**config.mk**
```make
export PLATFORM = sky130hd
export DESIGN_NAME = alu_arbiter
export DESIGN_NICKNAME = d
export VERILOG_FILES = /design/src/rtl/alu_pkg.sv /design/src/rtl/rr_arbiter.sv /design/src/rtl/alu_arbiter.sv
export SDC_FILE = /design/constraint.sdc
export NUM_CORES = 1
export LEC_CHECK = 0
export ABC_CLOCK_PERIOD_IN_PS = 1570
export CORE_UTILIZATION = 36
export DETAILED_ROUTE_END_ITERATION = 6
export PLACE_DENSITY = 0.76
export SLEW_MARGIN = 20
export SYNTH_ARGS = -nofsm -noshare
export SYNTH_HDL_FRONTEND = slang
export SYNTH_HIERARCHICAL = 1
export SYNTH_SLANG_ARGS = --single-unit
```
**constraint.sdc**
```tcl
create_clock -name clk -period 1.57 [get_ports clk]
set_clock_uncertainty 0.15 [all_clocks]
set_input_delay 0.157 -clock clk [delete_from_list [all_inputs] [get_ports clk]]
set_output_delay 0.157 -clock clk [all_outputs]
set_load 0.005 [all_outputs]
```
**src/rtl/alu_pkg.sv**
```systemverilog
// alu_pkg: shared types and widths for the ALU arbiter slice.
//   alu_op_e    - 3-bit ALU opcodes (ADD..PASS_A)
//   arb_state_e - arbiter FSM states (IDLE, EXEC, RESP)
//   ALU_W/FLAG_W - ALU data and flag widths
package alu_pkg;

  localparam int ALU_W  = 8;
  localparam int FLAG_W = 4;

  typedef enum logic [2:0] {
    ADD    = 3'b000,
    SUB    = 3'b001,
    SHL    = 3'b010,
    SHR    = 3'b011,
    AND    = 3'b100,
    OR     = 3'b101,
    NOT    = 3'b110,
    PASS_A = 3'b111
  } alu_op_e;

  typedef enum logic [1:0] {
    IDLE = 2'd0,
    EXEC = 2'd1,
    RESP = 2'd2
  } arb_state_e;

endpackage

```
**src/rtl/rr_arbiter.sv**
```systemverilog
// rr_arbiter: combinational grant selection for the ALU arbiter.
//   req   - request vector
//   ptr   - round-robin start index (first candidate considered)
//   grant - one-hot grant (zero when no request)
//   idx   - binary index of the granted requester
//   any   - at least one request present
// Build option: ALU_ARB_FIXED_PRIO_EN selects lowest-index-wins and ignores ptr.
module rr_arbiter #(
  parameter int N  = 2,
  parameter int IW = 1
) (
  input  logic [N-1:0]  req,
  input  logic [IW-1:0] ptr,
  output logic [N-1:0]  grant,
  output logic [IW-1:0] idx,
  output logic          any
);

`ifdef ALU_ARB_FIXED_PRIO_EN
  logic ptr_unused;
  assign ptr_unused = ^ptr;

  always_comb begin
    grant = '0;
    idx   = '0;
    any   = 1'b0;
    for (int unsigned i = 0; i < N; i++) begin
      if (!any && req[i]) begin
        grant[i] = 1'b1;
        idx      = IW'(i);
        any      = 1'b1;
      end
    end
  end
`else
  // Two passes: first the requesters at or above ptr, then wrap to the bottom.
  always_comb begin
    grant = '0;
    idx   = '0;
    any   = 1'b0;
    for (int unsigned i = 0; i < N; i++) begin
      if (!any && req[i] && (IW'(i) >= ptr)) begin
        grant[i] = 1'b1;
        idx      = IW'(i);
        any      = 1'b1;
      end
    end
    for (int unsigned i = 0; i < N; i++) begin
      if (!any && req[i]) begin
        grant[i] = 1'b1;
        idx      = IW'(i);
        any      = 1'b1;
      end
    end
  end
`endif

endmodule

```
**src/rtl/alu_arbiter.sv**
```systemverilog
// alu_arbiter: shares one ALU between N_REQ requesters, one op in flight.
//   clk, rst_n          - clock, asynchronous active-low reset
//   req_valid/req_ready - per-requester request handshake (ready one-hot in IDLE)
//   req_op/req_a/req_b  - packed per-requester opcode and operands
//   rsp_valid/rsp_ready - per-requester response handshake (valid one-hot in RESP)
//   rsp_result/carry/flag - shared response data, valid for the owner only
//   alu_op/alu_a/alu_b  - registered ALU operand port
//   alu_result/carry/flag - ALU outputs, ALU_LAT register stages after the operands
//   busy                - high whenever the FSM is not IDLE
// Build option: ALU_ARB_FIXED_PRIO_EN -> fixed lowest-index priority, no rr_ptr.
module alu_arbiter
  import alu_pkg::*;
#(
  parameter int N_REQ   = 2,
  parameter int ALU_LAT = 1
) (
  input  logic                 clk,
  input  logic                 rst_n,
  input  logic [N_REQ-1:0]     req_valid,
  output logic [N_REQ-1:0]     req_ready,
  input  logic [3*N_REQ-1:0]   req_op,
  input  logic [8*N_REQ-1:0]   req_a,
  input  logic [8*N_REQ-1:0]   req_b,
  output logic [N_REQ-1:0]     rsp_valid,
  input  logic [N_REQ-1:0]     rsp_ready,
  output logic [ALU_W-1:0]     rsp_result,
  output logic                 rsp_carry,
  output logic [FLAG_W-1:0]    rsp_flag,
  output logic [2:0]           alu_op,
  output logic [ALU_W-1:0]     alu_a,
  output logic [ALU_W-1:0]     alu_b,
  input  logic [ALU_W-1:0]     alu_result,
  input  logic                 alu_carry,
  input  logic [FLAG_W-1:0]    alu_flag,
  output logic                 busy
);

  localparam int IW = (N_REQ > 1) ? $clog2(N_REQ) : 1;

  arb_state_e       state;
  logic [IW-1:0]    owner;
  logic [IW-1:0]    rr_ptr;
  logic [IW-1:0]    win_idx;
  logic [N_REQ-1:0] win_grant;
  logic [N_REQ-1:0] owner_oh;
  logic             win_any;
  logic             rsp_hs;
  logic [2:0]       cnt;
  logic [2:0]       sel_op;
  logic [ALU_W-1:0] sel_a;
  logic [ALU_W-1:0] sel_b;

  rr_arbiter #(.N(N_REQ), .IW(IW)) u_rr (
    .req   (req_valid),
    .ptr   (rr_ptr),
    .grant (win_grant),
    .idx   (win_idx),
    .any   (win_any)
  );

  always_comb begin
    sel_op   = PASS_A;
    sel_a    = '0;
    sel_b    = '0;
    owner_oh = '0;
    for (int unsigned i = 0; i < N_REQ; i++) begin
      if (win_grant[i]) begin
        sel_op = req_op[3*i +: 3];
        sel_a  = req_a[8*i +: 8];
        sel_b  = req_b[8*i +: 8];
      end
      if (owner == IW'(i)) owner_oh[i] = 1'b1;
    end
  end

  assign req_ready = (state == IDLE) ? win_grant : '0;
  assign rsp_valid = (state == RESP) ? owner_oh : '0;
  assign rsp_hs    = |(rsp_valid & rsp_ready);
  assign busy      = (state != IDLE);

`ifdef ALU_ARB_FIXED_PRIO_EN
  assign rr_ptr = '0;
`else
  always_ff @(posedge clk or negedge rst_n) begin
    if (!rst_n) begin
      rr_ptr <= '0;
    end else if (rsp_hs) begin
      rr_ptr <= (owner == IW'(N_REQ - 1)) ? '0 : owner + IW'(1);
    end
  end
`endif

  always_ff @(posedge clk or negedge rst_n) begin
    if (!rst_n) begin
      state      <= IDLE;
      owner      <= '0;
      cnt        <= '0;
      alu_op     <= PASS_A;
      alu_a      <= '0;
      alu_b      <= '0;
      rsp_result <= '0;
      rsp_carry  <= 1'b0;
      rsp_flag   <= '0;
    end else begin
      case (state)
        IDLE: begin
          if (win_any) begin
            alu_op <= sel_op;
            alu_a  <= sel_a;
            alu_b  <= sel_b;
            owner  <= win_idx;
            cnt    <= 3'(ALU_LAT);
            state  <= EXEC;
          end
        end
        EXEC: begin
          if (cnt == '0) begin
            rsp_result <= alu_result;
            rsp_carry  <= alu_carry;
            rsp_flag   <= alu_flag;
            state      <= RESP;
          end else begin
            cnt <= cnt - 3'd1;
          end
        end
        RESP: begin
          if (rsp_hs) state <= IDLE;
        end
        default: state <= IDLE;
      endcase
    end
  end

endmodule

```
==> summary.txt <==
Status
  • Violations in the final reports: negative setup slack
  • Result of the run: finished with violations

Worst setup path
  • Arrival time reported for the critical path endpoint: 1.48 ns
  • Data required time at the worst endpoint: ~1.3 ns
  • Crit Path Category: reg2out
  • Worst setup EP type: output port
  • Max Fanout on Critical Path: 3
  • Startpoint type of the worst setup path: register

Timing
  • Worst setup slack after layout: -0.2129 ns
  • Worst slew pin tran: 0.4513 ns
  • Minimum clock period: ~1.8 ns
  • Final hold vios: 0
  • Final Setup Violations: 39
  • Maximum operating frequency: between 0.5 and 0.6 GHz
  • Setup repair after global routing missed its margin: yes
  • Tcrit/Tclk final: 113.6%
  • Slew Viols, Final: 0
  • Headroom to the max-slew limit: a little over two thirds

CTS
  • Clock tree root driver cell: sky130_fd_sc_hd__clkbuf_8
  • Worst-skew pair later-pin latency: roughly 0.30 ns
  • Total CTS buffers: 5
  • CTS HTree Levels: 2
  • Number of clock sinks: 39
  • Clock-pin slew on the worst setup and hold paths: 0.08 ns
  • CTS tree: done
  • CTS max path bufs: 2

Logic synthesis
  • Syn Nets: 220
  • Yosys warns: 6
  • Multiplexer area fraction after synthesis: around 10%
  • Mean Syn Cell Area: ~12 µm²
  • Xor-xnor portion of the synthesized cell area: 0%
  • Post-synthesis instance total: 161
  • Simple-gate portion of the synthesized area: 15.19%
  • Flop and latch count out of synthesis: 39
  • Number of distinct library cells after synthesis: 31
  • Post-Synthesis Cell Area: 0.001869 mm²
  • Combinational family with the most area after synthesis: compound AO/OA/AOI/OAI gates
  • Share of the synthesized area in compound gates (AO/OA/AOI/OAI): 16.73%
  • Adder and majority cell fraction of the synthesized area: 1.339%
  • Post-synthesis sequential area ratio: between 50% and 60%

Placement
  • HPWL after DPL: 3613 µm
  • Post-place instance area: ~0.003 mm²
  • Input/output buffers: 93
  • Routability-driven placement congestion ratio: around 0.76

Power and ir drop
  • Switching component of the power: roughly 2.3 mW
  • Switching power as a share of total power: roughly a third
  • Internal portion of total power: 4.751 mW
  • Overall Power: roughly 7.1 mW
  • Leakage power summed over all cells: between 1.5 and 2 nW
  • Pwr/cell area: around 1900 mW/mm²
  • Comb power frac: between 50% and 60%
  • VDD IR max: about 1000 µV
  • Power share of the clock group: between 10 and 15%
  • Part of the total power dissipated in sequential elements: 26.2%

Die
  • Effective utilization at floorplan: around 39%
  • Die Ht: 74.06 µm
  • Row count: 25
  • Die Width: 74.06 µm
  • Number of placed I/O pins: 94
  • Total die area: 0.005485 mm²
  • Placeable core area: just under 0.005 mm²

Detailed routing
  • Total number of vias: 1,817
  • Antenna-violating nets left: 0
  • Total detailed-routing wirelength: between 6000 and 7000 µm
  • Post-detailed-route DRC marker count: 0
  • First-pass detailed-route iteration total: 4
  • Post-DR vias/cell: about 4.9
  • Violation count after the first detailed-route iteration: 64
  • Average wire per cell in the routed design: roughly 17 µm

Worst hold path
  • Class of the most critical hold timing path: in2async

Global route
  • Number of antenna violations at the first check in global routing: 0
  • Overall fraction of global-route tracks in use: 20.74%
  • Via count of the first global-routing pass: between 1,500 and 2,000
  • Largest net degree at the start of global routing: 23
  • Residual overflow from global routing: 0
  • Global-route wire length before repair: 8335 µm

Final layout
  • Final Net Count: around 360
  • Number of diodes added for antenna fixing: 0
  • Share of final-layout standard cells stronger than drive strength 1: a little over two fifths
  • Area Overhead vs Synth: 95.58%
  • Final standard cell area without fillers: roughly 0.0037 mm²

Flow run
  • Number of max-cap violations: 0
-- layout make-up --
type	count	area (µm²)
fill	317	1192
clock inverter	3	67.56
inverter	6	25.02
sequential	39	979.7
tap	67	83.83
clock buffer	5	68.82
multi-input combinational	108	1026
timing repair buffer	142	1405
-- per-stage QoR --
step                      hold slack, ns  setup WS, ns  std cells  util (%)  setup TNS, ns
after floorplan                  -0.2886      -0.04223        161         -        -0.4748
after global placement          -0.03140       -0.3639        334     63.02         -7.242
after detailed placement        -0.01787       -0.3938        334     63.02         -7.989
after CTS                         0.1827       -0.1722        357     70.58         -3.717
after global routing              0.2251       -0.2418        370     75.41         -6.215
final                             0.1733       -0.2129        370     75.41         -4.738
-- power by group through the flow --
stage               Sequential [mW]  Combinational [mW]  Clock [mW]
finish                         1.85                4.20        1.01
global route                   1.90                4.50        1.07
CTS                            1.82                3.75        1.03
detailed placement             1.85                3.15           0
global placement               1.82                3.09           0
floorplan                      1.86                1.52           0
-- cell families after synthesis --
| kind of cell | count (synthesis) |
|---|---|
| adders and majority gates | 2 |
| buffers and inverters | 15 |
| muxes | 17 |
| AOI/OAI and AO/OA | 30 |
| DFF | 39 |
| and+or+nand+nor | 58 |
-- routing by layer --
layer / GRT usage, % / share of wire, %
met5: 0 / 0
met4: 8.120 / 2.0
met3: 7.859 / 8.6
met2: 36.16 / 51
met1: 22.80 / 39
-- registers in the layout, indices dropped and copies added, names as in the netlist --
name	flops
alu_a	8
alu_b	8
alu_op	3
cnt	3
owner	1
rr_ptr	1
rsp_carry	1
rsp_flag	4
rsp_result	8
state	2
-- worst paths after layout --
| path | start | to | slack (ns) | cells after the start |
|---|---|---|---|---|
| min reg2reg | alu_op[0]$_DFFE_PN1P_ | alu_op[0]$_DFFE_PN1P_ | 0.33 | 2 |
| max in group asynchronous | rst_n | alu_op[2]$_DFFE_PN1P_ | 0.55 | 3 |
| min | rst_n | rsp_result[2]$_DFFE_PN0P_ | 0.17 | 2 |
| max reg2reg | state[1]$_DFFE_PN0P_ | alu_a[5]$_DFFE_PN0P_ | -0.19 | 6 |
| max | state[1]$_DFFE_PN0P_ | req_ready[1] | -0.21 | 4 |
| min in group clk | req_a[12] | alu_a[4]$_DFFE_PN0P_ | 0.29 | 3 |
-- layout by cell type, fill, tap and decap left out, drive strengths merged, types with 3 or more instances in the layout --
| cell type | n |
|---|---|
| o22ai | 3 |
| buf | 50 |
| a221oi | 15 |
| nand2b | 4 |
| clkbuf | 8 |
| clkdlybuf4s50 | 84 |
| a21boi | 3 |
| mux2 | 16 |
| dfstp | 3 |
| dfrtp | 36 |
| inv | 6 |
| o21ai | 4 |
| nand2 | 9 |
| dlygate4sd2 | 3 |
| nor2 | 36 |
-- repair_timing --
| item | in CTS | in global routing |
|---|---|---|
| gates resized for setup | 46 | 32 |
| endpoints found under the setup margin | 41 | 41 |
| gates cloned | 3 | 2 |
| pin swaps | 8 | 11 |
| setup buffers | 11 | 13 |
| hold buffers | 1 | 0 |
| hold endpoints to repair | 19 | 0 |
-- cell usage after synthesis --
master	instances	share of area (%)
sky130_fd_sc_hd__buf_4	4	1.6
sky130_fd_sc_hd__or3b_1	1	0.47
sky130_fd_sc_hd__nand3_1	1	0.27
sky130_fd_sc_hd__a221oi_1	2	0.94
sky130_fd_sc_hd__or2_2	1	0.33
sky130_fd_sc_hd__dfstp_2	3	4.2
sky130_fd_sc_hd__nand3b_4	1	1.1
sky130_fd_sc_hd__inv_1	6	1.2
sky130_fd_sc_hd__a22oi_1	1	0.40
sky130_fd_sc_hd__o21ai_1	3	0.80
sky130_fd_sc_hd__mux2i_1	1	0.54
sky130_fd_sc_hd__and3b_1	1	0.47
sky130_fd_sc_hd__nor3b_1	1	0.40
sky130_fd_sc_hd__o21bai_1	1	0.40
sky130_fd_sc_hd__and2b_2	1	0.47
sky130_fd_sc_hd__a31oi_1	1	0.33
sky130_fd_sc_hd__buf_2	5	1.3
sky130_fd_sc_hd__nor2_1	36	7.2
sky130_fd_sc_hd__a22o_1	1	0.47
sky130_fd_sc_hd__or2_1	1	0.33
sky130_fd_sc_hd__o22ai_1	3	1.0
sky130_fd_sc_hd__a21oi_2	1	0.47
sky130_fd_sc_hd__nand2b_1	4	1.3
sky130_fd_sc_hd__dfrtp_1	36	48
sky130_fd_sc_hd__nor3b_4	1	1.0
sky130_fd_sc_hd__a221oi_2	13	10
sky130_fd_sc_hd__o21ai_0	1	0.27
sky130_fd_sc_hd__a21boi_1	3	1.2
sky130_fd_sc_hd__mux2_2	16	9.6
sky130_fd_sc_hd__ha_1	2	1.3
sky130_fd_sc_hd__nand2_1	9	1.8
-- critical path, cell delays in order, from the launching register on --
cell and delay (ns):
sky130_fd_sc_hd__dfrtp_1 0.42, sky130_fd_sc_hd__buf_4 0.16, sky130_fd_sc_hd__or2_4 0.25, sky130_fd_sc_hd__nor2_2 0.12, sky130_fd_sc_hd__clkdlybuf4s15_1 0.22
Power figures use the tool's default switching activity.
